$ cat src/rtl/multicycle_control_fsm_pkg.sv
// Shared encodings for the multicycle main control unit: opcodes, ALU-op
// codes (also consumed by the ALU control decoder), mux selects, states.
package multicycle_control_fsm_pkg;

  localparam logic [5:0] OP_R     = 6'b000000;
  localparam logic [5:0] OP_LW    = 6'b100011;
  localparam logic [5:0] OP_SW    = 6'b101011;
  localparam logic [5:0] OP_BEQ   = 6'b000100;
  localparam logic [5:0] OP_ADDI  = 6'b001000;
  localparam logic [5:0] OP_SUBI  = 6'b001001;
  localparam logic [5:0] OP_J     = 6'b000010;
  localparam logic [5:0] FUNCT_JR = 6'b001000;

  localparam logic [2:0] ALU_ADD   = 3'b000;
  localparam logic [2:0] ALU_SUB   = 3'b001;
  localparam logic [2:0] ALU_ADDI  = 3'b010;
  localparam logic [2:0] ALU_SUBI  = 3'b011;
  localparam logic [2:0] ALU_RTYPE = 3'b100;

  localparam logic [1:0] SRC_B_RT      = 2'b00;
  localparam logic [1:0] SRC_B_FOUR    = 2'b01;
  localparam logic [1:0] SRC_B_IMM     = 2'b10;
  localparam logic [1:0] SRC_B_IMM_SH2 = 2'b11;

  localparam logic [1:0] PC_SRC_ALU    = 2'b00;
  localparam logic [1:0] PC_SRC_ALUOUT = 2'b01;
  localparam logic [1:0] PC_SRC_JUMP   = 2'b10;
  localparam logic [1:0] PC_SRC_RS     = 2'b11;

  typedef enum logic [3:0] {
    ST_FETCH     = 4'd0,
    ST_DECODE    = 4'd1,
    ST_MEM_ADDR  = 4'd2,
    ST_MEM_READ  = 4'd3,
    ST_MEM_WB    = 4'd4,
    ST_MEM_WRITE = 4'd5,
    ST_R_EXEC    = 4'd6,
    ST_R_WB      = 4'd7,
    ST_BRANCH    = 4'd8,
    ST_IMM_EXEC  = 4'd9,
    ST_IMM_WB    = 4'd10,
    ST_JUMP      = 4'd11,
    ST_JR        = 4'd12,
    ST_TRAP      = 4'd13
  } state_t;

  typedef struct packed {
    logic       pc_write;
    logic       pc_write_cond;
    logic       i_or_d;
    logic       mem_read;
    logic       mem_write;
    logic       ir_write;
    logic       mem_to_reg;
    logic       reg_dst;
    logic       reg_write;
    logic       alu_src_a;
    logic [1:0] alu_src_b;
    logic [2:0] alu_op;
    logic [1:0] pc_source;
  } ctrl_t;

endpackage

$ cat src/rtl/multicycle_control_fsm_if.sv
// Instruction-register / memory handshake inputs and datapath control
// outputs of the multicycle control unit. master = control unit side.
interface multicycle_control_fsm_if #(parameter int CNT_W = 32);
  logic [5:0]       opcode;
  logic [5:0]       funct;
  logic             mem_ready;
  logic             pc_write;
  logic             pc_write_cond;
  logic             i_or_d;
  logic             mem_read;
  logic             mem_write;
  logic             ir_write;
  logic             mem_to_reg;
  logic             reg_dst;
  logic             reg_write;
  logic             alu_src_a;
  logic [1:0]       alu_src_b;
  logic [2:0]       alu_op;
  logic [1:0]       pc_source;
  logic [CNT_W-1:0] instr_count;
  logic [3:0]       state_dbg;
  logic             illegal_op;

  modport master (
    input  opcode, funct, mem_ready,
    output pc_write, pc_write_cond, i_or_d, mem_read, mem_write, ir_write,
           mem_to_reg, reg_dst, reg_write, alu_src_a, alu_src_b, alu_op,
           pc_source, instr_count, state_dbg, illegal_op
  );

  modport slave (
    output opcode, funct, mem_ready,
    input  pc_write, pc_write_cond, i_or_d, mem_read, mem_write, ir_write,
           mem_to_reg, reg_dst, reg_write, alu_src_a, alu_src_b, alu_op,
           pc_source, instr_count, state_dbg, illegal_op
  );
endinterface

$ cat src/rtl/multicycle_ctrl_decode.sv
// Combinational state -> control-vector lookup. Only FETCH looks at
// mem_ready (IR/PC load happen on the cycle the fetch completes).
import multicycle_control_fsm_pkg::*;

module multicycle_ctrl_decode (
  input  state_t state,
  input  logic   is_subi,
  input  logic   mem_ready,
  output ctrl_t  ctrl
);

  // Moore decode of the control vector; unlisted states drive all zeros
  always_comb begin
    ctrl = '0;
    case (state)
      ST_FETCH: begin
        ctrl.mem_read  = 1'b1;
        ctrl.alu_src_b = SRC_B_FOUR;
        ctrl.alu_op    = ALU_ADD;
        ctrl.pc_source = PC_SRC_ALU;
        ctrl.ir_write  = mem_ready;
        ctrl.pc_write  = mem_ready;
      end
      ST_DECODE: begin
        ctrl.alu_src_b = SRC_B_IMM_SH2;
        ctrl.alu_op    = ALU_ADD;
      end
      ST_MEM_ADDR: begin
        ctrl.alu_src_a = 1'b1;
        ctrl.alu_src_b = SRC_B_IMM;
        ctrl.alu_op    = ALU_ADD;
      end
      ST_MEM_READ: begin
        ctrl.mem_read = 1'b1;
        ctrl.i_or_d   = 1'b1;
      end
      ST_MEM_WB: begin
        ctrl.reg_write  = 1'b1;
        ctrl.mem_to_reg = 1'b1;
      end
      ST_MEM_WRITE: begin
        ctrl.mem_write = 1'b1;
        ctrl.i_or_d    = 1'b1;
      end
      ST_R_EXEC: begin
        ctrl.alu_src_a = 1'b1;
        ctrl.alu_src_b = SRC_B_RT;
        ctrl.alu_op    = ALU_RTYPE;
      end
      ST_R_WB: begin
        ctrl.reg_write = 1'b1;
        ctrl.reg_dst   = 1'b1;
      end
      ST_BRANCH: begin
        ctrl.alu_src_a     = 1'b1;
        ctrl.alu_src_b     = SRC_B_RT;
        ctrl.alu_op        = ALU_SUB;
        ctrl.pc_write_cond = 1'b1;
        ctrl.pc_source     = PC_SRC_ALUOUT;
      end
      ST_IMM_EXEC: begin
        ctrl.alu_src_a = 1'b1;
        ctrl.alu_src_b = SRC_B_IMM;
        ctrl.alu_op    = is_subi ? ALU_SUBI : ALU_ADDI;
      end
      ST_IMM_WB: ctrl.reg_write = 1'b1;
      ST_JUMP: begin
        ctrl.pc_write  = 1'b1;
        ctrl.pc_source = PC_SRC_JUMP;
      end
      ST_JR: begin
        ctrl.pc_write  = 1'b1;
        ctrl.pc_source = PC_SRC_RS;
      end
      default: ctrl = '0;
    endcase
  end

endmodule

$ cat src/rtl/multicycle_control_fsm.sv
// Multicycle main control FSM: next-state logic, opcode latch, retired
// instruction counter and illegal-opcode flag.
// Optional feature macro: ILLEGAL_TRAP_EN (illegal opcodes park in TRAP).
//
// state     | meaning
// FETCH     | read instruction at PC, PC+4 on mem_ready
// DECODE    | branch target into ALUOut, dispatch on opcode
// MEM_ADDR  | effective address for lw/sw
// MEM_READ  | lw data read, waits for mem_ready
// MEM_WB    | lw writeback from MDR
// MEM_WRITE | sw store, waits for mem_ready
// R_EXEC    | R-type ALU operation
// R_WB      | R-type writeback to rd
// BRANCH    | beq compare, conditional PC load
// IMM_EXEC  | addi/subi ALU operation
// IMM_WB    | immediate writeback to rt
// JUMP      | PC <- jump target
// JR        | PC <- rs
// TRAP      | illegal opcode parked (ILLEGAL_TRAP_EN only)
import multicycle_control_fsm_pkg::*;

module multicycle_control_fsm #(
  parameter int         CNT_W   = 32,
  parameter logic [5:0] SUBI_OP = OP_SUBI
) (
  input logic                    clk,
  input logic                    reset,
  multicycle_control_fsm_if.master bus
);

  state_t           state_q, state_d;
  logic [5:0]       op_q;
  logic [CNT_W-1:0] count_q;
  logic             retire;
  ctrl_t            ctrl;
  ctrl_t            ctrl_g;

  // Next state and retire strobe; DECODE dispatches on the live IR opcode
  always_comb begin
    state_d = state_q;
    retire  = 1'b0;
    case (state_q)
      ST_FETCH:     if (bus.mem_ready) state_d = ST_DECODE;
      ST_DECODE: begin
        if (bus.opcode == OP_LW || bus.opcode == OP_SW) state_d = ST_MEM_ADDR;
        else if (bus.opcode == OP_R)
          state_d = (bus.funct == FUNCT_JR) ? ST_JR : ST_R_EXEC;
        else if (bus.opcode == OP_BEQ) state_d = ST_BRANCH;
        else if (bus.opcode == OP_ADDI || bus.opcode == SUBI_OP) state_d = ST_IMM_EXEC;
        else if (bus.opcode == OP_J) state_d = ST_JUMP;
        else begin
`ifdef ILLEGAL_TRAP_EN
          state_d = ST_TRAP;
`else
          state_d = ST_FETCH;
          retire  = 1'b1;
`endif
        end
      end
      ST_MEM_ADDR:  state_d = (op_q == OP_LW) ? ST_MEM_READ : ST_MEM_WRITE;
      ST_MEM_READ:  if (bus.mem_ready) state_d = ST_MEM_WB;
      ST_MEM_WB:    begin state_d = ST_FETCH; retire = 1'b1; end
      ST_MEM_WRITE: if (bus.mem_ready) begin state_d = ST_FETCH; retire = 1'b1; end
      ST_R_EXEC:    state_d = ST_R_WB;
      ST_R_WB:      begin state_d = ST_FETCH; retire = 1'b1; end
      ST_BRANCH:    begin state_d = ST_FETCH; retire = 1'b1; end
      ST_IMM_EXEC:  state_d = ST_IMM_WB;
      ST_IMM_WB:    begin state_d = ST_FETCH; retire = 1'b1; end
      ST_JUMP:      begin state_d = ST_FETCH; retire = 1'b1; end
      ST_JR:        begin state_d = ST_FETCH; retire = 1'b1; end
`ifdef ILLEGAL_TRAP_EN
      ST_TRAP:      state_d = ST_TRAP;
`endif
      default:      state_d = ST_FETCH;
    endcase
  end

  // State register, opcode latch and retired-instruction counter
  always_ff @(posedge clk) begin
    if (reset) begin
      state_q <= ST_FETCH;
      op_q    <= '0;
      count_q <= '0;
    end else begin
      state_q <= state_d;
      if (state_q == ST_DECODE) op_q <= bus.opcode;
      if (retire) count_q <= count_q + {{(CNT_W-1){1'b0}}, 1'b1};
    end
  end

`ifdef ILLEGAL_TRAP_EN
  logic illegal_q;

  // Sticky flag set on the DECODE -> TRAP transition
  always_ff @(posedge clk) begin
    if (reset) illegal_q <= 1'b0;
    else if (state_q == ST_DECODE && state_d == ST_TRAP) illegal_q <= 1'b1;
  end

  assign bus.illegal_op = illegal_q;
`else
  assign bus.illegal_op = 1'b0;
`endif

  multicycle_ctrl_decode u_decode (
    .state     (state_q),
    .is_subi   (op_q == SUBI_OP),
    .mem_ready (bus.mem_ready),
    .ctrl      (ctrl)
  );

  // Reset forces every control strobe low, even mid-instruction
  assign ctrl_g = reset ? '0 : ctrl;

  assign bus.pc_write      = ctrl_g.pc_write;
  assign bus.pc_write_cond = ctrl_g.pc_write_cond;
  assign bus.i_or_d        = ctrl_g.i_or_d;
  assign bus.mem_read      = ctrl_g.mem_read;
  assign bus.mem_write     = ctrl_g.mem_write;
  assign bus.ir_write      = ctrl_g.ir_write;
  assign bus.mem_to_reg    = ctrl_g.mem_to_reg;
  assign bus.reg_dst       = ctrl_g.reg_dst;
  assign bus.reg_write     = ctrl_g.reg_write;
  assign bus.alu_src_a     = ctrl_g.alu_src_a;
  assign bus.alu_src_b     = ctrl_g.alu_src_b;
  assign bus.alu_op        = ctrl_g.alu_op;
  assign bus.pc_source     = ctrl_g.pc_source;
  assign bus.instr_count   = count_q;
  assign bus.state_dbg     = state_q;

endmodule

$ cat src/flat_wrapper.sv
// flat-port wrapper written by rule: the top's interface ports become plain ports
module multicycle_control_fsm_flat 
#(
  parameter int         CNT_W   = 32,
  parameter logic [5:0] SUBI_OP = OP_SUBI
)
  (clk, reset, bus_opcode, bus_funct, bus_mem_ready, bus_pc_write, bus_pc_write_cond, bus_i_or_d, bus_mem_read, bus_mem_write, bus_ir_write, bus_mem_to_reg, bus_reg_dst, bus_reg_write, bus_alu_src_a, bus_alu_src_b, bus_alu_op, bus_pc_source, bus_instr_count, bus_state_dbg, bus_illegal_op);
  multicycle_control_fsm_if #(.CNT_W(CNT_W)) bus_i ();
  input logic clk;
  input logic reset;
  input wire logic [$bits(bus_i.opcode)-1:0] bus_opcode;
  input wire logic [$bits(bus_i.funct)-1:0] bus_funct;
  input wire logic [$bits(bus_i.mem_ready)-1:0] bus_mem_ready;
  output wire logic [$bits(bus_i.pc_write)-1:0] bus_pc_write;
  output wire logic [$bits(bus_i.pc_write_cond)-1:0] bus_pc_write_cond;
  output wire logic [$bits(bus_i.i_or_d)-1:0] bus_i_or_d;
  output wire logic [$bits(bus_i.mem_read)-1:0] bus_mem_read;
  output wire logic [$bits(bus_i.mem_write)-1:0] bus_mem_write;
  output wire logic [$bits(bus_i.ir_write)-1:0] bus_ir_write;
  output wire logic [$bits(bus_i.mem_to_reg)-1:0] bus_mem_to_reg;
  output wire logic [$bits(bus_i.reg_dst)-1:0] bus_reg_dst;
  output wire logic [$bits(bus_i.reg_write)-1:0] bus_reg_write;
  output wire logic [$bits(bus_i.alu_src_a)-1:0] bus_alu_src_a;
  output wire logic [$bits(bus_i.alu_src_b)-1:0] bus_alu_src_b;
  output wire logic [$bits(bus_i.alu_op)-1:0] bus_alu_op;
  output wire logic [$bits(bus_i.pc_source)-1:0] bus_pc_source;
  output wire logic [$bits(bus_i.instr_count)-1:0] bus_instr_count;
  output wire logic [$bits(bus_i.state_dbg)-1:0] bus_state_dbg;
  output wire logic [$bits(bus_i.illegal_op)-1:0] bus_illegal_op;
  assign bus_i.opcode = bus_opcode;
  assign bus_i.funct = bus_funct;
  assign bus_i.mem_ready = bus_mem_ready;
  assign bus_pc_write = bus_i.pc_write;
  assign bus_pc_write_cond = bus_i.pc_write_cond;
  assign bus_i_or_d = bus_i.i_or_d;
  assign bus_mem_read = bus_i.mem_read;
  assign bus_mem_write = bus_i.mem_write;
  assign bus_ir_write = bus_i.ir_write;
  assign bus_mem_to_reg = bus_i.mem_to_reg;
  assign bus_reg_dst = bus_i.reg_dst;
  assign bus_reg_write = bus_i.reg_write;
  assign bus_alu_src_a = bus_i.alu_src_a;
  assign bus_alu_src_b = bus_i.alu_src_b;
  assign bus_alu_op = bus_i.alu_op;
  assign bus_pc_source = bus_i.pc_source;
  assign bus_instr_count = bus_i.instr_count;
  assign bus_state_dbg = bus_i.state_dbg;
  assign bus_illegal_op = bus_i.illegal_op;
  multicycle_control_fsm #(.CNT_W(CNT_W), .SUBI_OP(SUBI_OP)) u_core (.clk(clk), .reset(reset), .bus(bus_i));
endmodule
$ cat config.mk
export PLATFORM = sky130hd
export DESIGN_NAME = multicycle_control_fsm_flat
export DESIGN_NICKNAME = d
export VERILOG_FILES = /design/src/rtl/multicycle_control_fsm_pkg.sv /design/src/rtl/multicycle_control_fsm_if.sv /design/src/rtl/multicycle_ctrl_decode.sv /design/src/rtl/multicycle_control_fsm.sv /design/src/flat_wrapper.sv
export SDC_FILE = /design/constraint.sdc
export NUM_CORES = 1
export LEC_CHECK = 0
export BUFFER_PORTS_ARGS = -buffer_cell sky130_fd_sc_hd__buf_2
export CORE_UTILIZATION = 58
export CTS_BUF_LIST = sky130_fd_sc_hd__clkbuf_4 sky130_fd_sc_hd__clkbuf_8
export DETAILED_ROUTE_END_ITERATION = 12
export PLACE_DENSITY_LB_ADDON = 0.05
export RECOVER_POWER = 50
export SLEW_MARGIN = 20
export SYNTH_ARGS = -nofsm -noshare
export SYNTH_HDL_FRONTEND = slang
export SYNTH_SLANG_ARGS = --single-unit
$ cat constraint.sdc
create_clock -name clk -period 3.41 [get_ports clk]
set_input_delay 0.1705 -clock clk [delete_from_list [all_inputs] [get_ports clk]]
set_output_delay 0.1705 -clock clk [all_outputs]
set_load 0.005 [all_outputs]
; Word-level counts from Yosys, hierarchy flattened
; Index checks and enable logic that the tools add are counted.
[word_totals]
ff_bits = 42
inputBits = 15
out_inout_bits = 54
word_cells = 71
[op_classes]
n_addsub = 1
n_eq_ne = 24
muxes = 32
n_reduce_logical = 11
[op_table]
columns = op, count
row1 = 4-bit 2-to-1 mux, 9
row2 = 32-bit by 1-bit adder with 32-bit output (second input constant), 1
row3 = 5-bit case mux with 6 select lines, 1
row4 = 4-bit case mux with 7 select lines, 1
row5 = 6-bit by 4-bit == test with 1-bit output (second input constant), 4
row6 = 4-bit == test (second input constant), 5
row7 = 6-bit == test (second input constant), 3
row8 = 17-bit 2-to-1 mux, 1
row9 = 4-bit by 3-bit == test with 1-bit output (second input constant), 4
row10 = 1-bit 2-to-1 mux, 16
row11 = 4-bit by 2-bit == test with 1-bit output (second input constant), 2
row12 = 6-bit by 2-bit == test with 1-bit output (second input constant), 1
row13 = 6-bit by 3-bit == test with 1-bit output (second input constant), 1
row14 = 6-bit zero test, 1
row15 = 2-bit inequality test (second input constant), 3
row16 = 2-bit case mux with 3 select lines, 1
row17 = 2-bit OR reduction, 3
row18 = 6-bit OR reduction, 1
row19 = 4-bit by 1-bit == test with 1-bit output (second input constant), 1
row20 = 4-bit zero test, 1
row21 = 4-bit OR reduction, 1
row22 = 3-bit 2-to-1 mux, 1
row23 = 1-bit case mux with 3 select lines, 1
row24 = 3-bit AND reduction, 1
row25 = other kinds (3), 4

; Longest topological paths before layout
[logic_depth]
word_depth = 7
mapped_depth = 8
ltp_nobuf = 6

; Modules after synthesis
; A second synthesis with hierarchy kept.
[hier_totals]
cells_unflattened = 325
hier_area_um2 = 2562.5
[modules_own_cells]
columns = module, instances, cells_each, area_each_um2, seq_area_each_um2
row1 = multicycle_control_fsm, 1, 293, 2369.8, 840.8
row2 = multicycle_ctrl_decode, 1, 32, 192.7, 0.0

; Worst setup path after synthesis
; No wires, ideal clock.
[synth_path]
kind = register to register
startpoint = register u_core.state_q[3], in the netlist u_core.bus.state_dbg[3]
endpoint = register u_core.count_q[28], in the netlist u_core.bus.instr_count[28]
t_arrival_ns = 2.100
t_required_ns = 3.340
path_slack_ns = 1.240
path_stages_with_launch = 8
n_path_buf = 2
path_cell_list = dfxtp_1 -> buf_6 -> nor4b_4 -> o31ai_2 -> o32a_2 -> buf_6 -> or4_1 -> a21oi_1
[synth_via]
elab_chain_cells = 3
[synth_rtl]
columns = item, line_no
row1 = from (decl), multicycle_control_fsm.sv:31  ; state_t state_q, state_d;
row2 = from (signal assigned), multicycle_control_fsm.sv:85  ; state_q <= state_d;
row3 = 4-bit by 3-bit == test with 1-bit output / 4-bit == test (equally long branches), multicycle_control_fsm.sv:42  ; case (state_q)
row4 = 6-bit OR reduction (no source line), --
row5 = 1-bit case mux with 3 select lines *, multicycle_control_fsm.sv:42
row6 = to (signal assigned), multicycle_control_fsm.sv:87  ; if (retire) count_q <= count_q + {{(CNT_W-1){1'b0}}, 1'b1};
row7 = to (decl), multicycle_control_fsm.sv:33  ; logic [CNT_W-1:0] count_q;
; Mark *: on every way between the ends. The rest lies on a longest branch, timed or not.
; A chain may end at the register's enable or synchronous reset.

; Worst setup path in the final report
[layout_path]
startpoint = register u_core.state_q[0], in the netlist u_core.bus.state_dbg[0]
endpoint = register u_core.count_q[6], in the netlist u_core.bus.instr_count[6]
; Same word-level chain as after synthesis.

==> results.cfg <==
[outcome]
outcome = finished clean

[power]
p_int_uw = 760
peakVddDrop_mv = 0.367
p_leak_uw = 0.000978
switching_share_pct = 22.8
power-per-cell-area_mw_per_mm2 = 353
power_frac_seq_pct = 51.3
combPwrFrac_pct = 7.9
net-switching-power_uw = 225
clockPowerShare_pct = 40.8

[floorplan]
start_util_pct = 60.1
die_h_um = 66.4
rows = 23
core_area_mm2 = 0.00400
fp.dieW_um = 66.4
pin_count = 69
die_area_mm2 = 0.00440

[setup_path]
crit_type = register to register
end_kind = register
crit_required_ns = 3.62
crit_path_start_kind = register
slowest_delay_ns = 0.67
slowest_stage = dfxtp_1
worst-path-max-fanout = 62
path_cells = nor4b_1 -> buf_4 -> o31ai_2 -> o32a_2 -> or4_1 -> a21oi_1
cp.arrival_ns = 2.92

[placed_design]
hpwl_um = 4010
gp_congestion = 0.798
io_buffer_count = 67
dpl_cell_area_mm2 = 0.00272

[sta]
slew_violations = 0
rsz0062_at_grt = no
max-slew-margin-rel_pct = 37.5
fin_crit_sh_pct = 79.5
fin_crit_ns = 2.71
setup_viol = 0
finalHoldViolations = 0
tns_ns = 0
worst_pin_slew_ns = 0.938
max_freq_mhz = 369
finClkSkew_ns = 0.00650

[route]
antenna_left = 0
drt-total-wl_um = 6020
routedWlPerCell_um = 14.1
num_vias = 2645
dr.pass1.iters = 4
viasPerCell = 6.21
first_iter_violations = 357
drc = 0

[clocking]
cts-root-buf = clkbuf_8
cts_sinks = 42
cts_buffer_depth = 2
post_cts.repair.setup_buffers = 0
cts_tree = done
ctsResizeCount = 0
cts.htree.levels = 2
hold_buffers = 0
clock_latency_ns = 0.29
cts_buffers = 5
clk_pin_slew_ns = 0.07

[synthesis]
synth_nets = 336
synthFlopType = dfxtp_1
syn_area_mm2 = 0.00240
ys_async_sr_fraction_pct = 0
synth_cell_types = 45
postSynthAreaPerCell_um2 = 7.51
postSynthCellCount = 320
yosysSeqAreaShare_pct = 35.0
ys_warn_count = 0
synth_seq_cells = 42
synth_edf_count = 0

[finish]
final_nets = 391
fin_area_mm2 = 0.00279
diodes = 0
fillCellCount = 353
syn_to_final_growth_pct = 16.3
drive_gt1_share_pct = 16.5

[global_routing]
antenna_found_initial = 0
grt-ovfl-total = 0
grt_use_total_pct = 28.4
first_global_vias = 2219
grt_pass1_wl_um = 9710
grt_max_degree = 63

[worst_hold_path]
worst_hold_path_type = input pin to register

[job]
drv_cap = 0
==> registers in the layout (all words and copies together) (netlist names) <==
signal	flops
u_core.bus.instr_count	32
u_core.bus.state_dbg	4
u_core.op_q	6
==> layer usage <==
| layer | track usage [%] | up-vias | wire [um] |
|---|---|---|---|
| li1 | - | 1303 | - |
| met1 | 38.7 | 1223 | 2770 |
| met2 | 42.7 | 108 | 2690 |
| met3 | 4.83 | 11 | 445 |
| met4 | 14.1 | 0 | 110 |
| met5 | 0 | - | 0 |
==> cell families (layout without fill, tap and decap cells) <==
kind of cell | after synthesis | in the layout | synth area share [%]
adder cells (fa/ha/maj) | 1 | 1 | 0.521
AO/OA/AOI/OAI | 83 | 83 | 19.8
buffers and inverters | 26 | 82 | 4.95
multiplexers | 9 | 9 | 3.75
other | 1 | 1 | 0.156
AND/OR/NAND/NOR | 156 | 156 | 35.1
flip-flops | 42 | 42 | 35.0
XOR/XNOR | 2 | 2 | 0.729
==> through the flow <==
stage               power (uW)  hold slack (ns)  std cells  utilization, %  setup slack [ns]
floorplan                  571            0.317        320               -              1.24
global placement           594            0.469        418            68.0             0.774
detailed placement         596            0.474        418            68.0             0.707
CTS                        993            0.176        426            70.8             0.674
global route              1020            0.198        426            69.8             0.525
finish                     985            0.174        426            69.8             0.700
==> worst paths after layout <==
| path | slack [ns] | startpoint | end | cells past startpoint |
|---|---|---|---|---|
| hold reg to reg | 0.49 | u_core.bus.instr_count[31] | u_core.bus.instr_count[31] | 2 |
| setup / recovery | 0.70 | u_core.bus.state_dbg[0] | u_core.bus.instr_count[6] | 6 |
| setup reg to reg | 0.70 | u_core.bus.state_dbg[0] | u_core.bus.instr_count[6] | 6 |
| hold / removal | 0.17 | bus_opcode[5] | u_core.op_q[5] | 3 |
==> critical path, delay by kind of cell, from the launching register on <==
kind                   cells  cell delay [ns]
AND/OR/NAND/NOR            2             0.95
AO/OA/AOI/OAI              3             0.76
buffers and inverters      1             0.25
flip-flops                 1             0.67
==> power groups by stage <==
stage / clock (uW) / sequential [uW] / combinational, uW
floorplan: 0 / 512 / 58.6
global placement: 0 / 516 / 77.5
detailed placement: 0 / 516 / 79.1
CTS: 409 / 505 / 79.4
global route: 430 / 506 / 87.1
finish: 402 / 505 / 78.3
==> cells in the mapped netlist, types with 3 or more instances <==
cell type	number	area share, %
a21oi_1	38	7.9
and3_1	3	0.78
buf_1	3	0.47
clkbuf_1	14	2.2
dfxtp_1	42	35
inv_1	4	0.62
mux2i_1	9	3.8
nand2_1	26	4.1
nand2b_1	3	0.78
nand3_1	14	2.9
nand4_1	16	4.2
nor2_1	30	4.7
nor3_1	10	2.1
nor4_1	8	2.1
o21ai_0	28	5.8
o31ai_1	6	1.9
or3_1	27	7.0
or4_1	6	1.9
==> cells in the final DEF, fill, tap and decap left out, types with 2 or more instances in the layout <==
master     n
a211oi_1   2
a21oi_1   38
and2_1     2
and3_1     3
buf_2     47
buf_4      3
clkbuf_1  19
clkbuf_4   2
clkbuf_8   5
dfxtp_1   42
inv_1      4
mux2i_1    9
nand2_1   26
nand2b_1   3
nand3_1   14
nand4_1   16
nor2_1    30
nor2b_1    2
nor3_1    10
nor4_1     8
nor4b_1    2
o21ai_0   28
o31ai_1    6
or2_2      2
or3_1     27
or4_1      6
==> layout make-up <==
cell class              instances  area (um2)  share of cell area [%]
well taps                      50        62.6                    2.24
clock inverters                 1        30.0                    1.08
inverters                       4        15.0                   0.538
clock buffers                   7        83.8                    3.00
repair buffers                 70         333                    11.9
flip-flops and latches         42         841                    30.1
multi-input cells             252        1430                    51.1
Power figures use the tool's default switching activity.
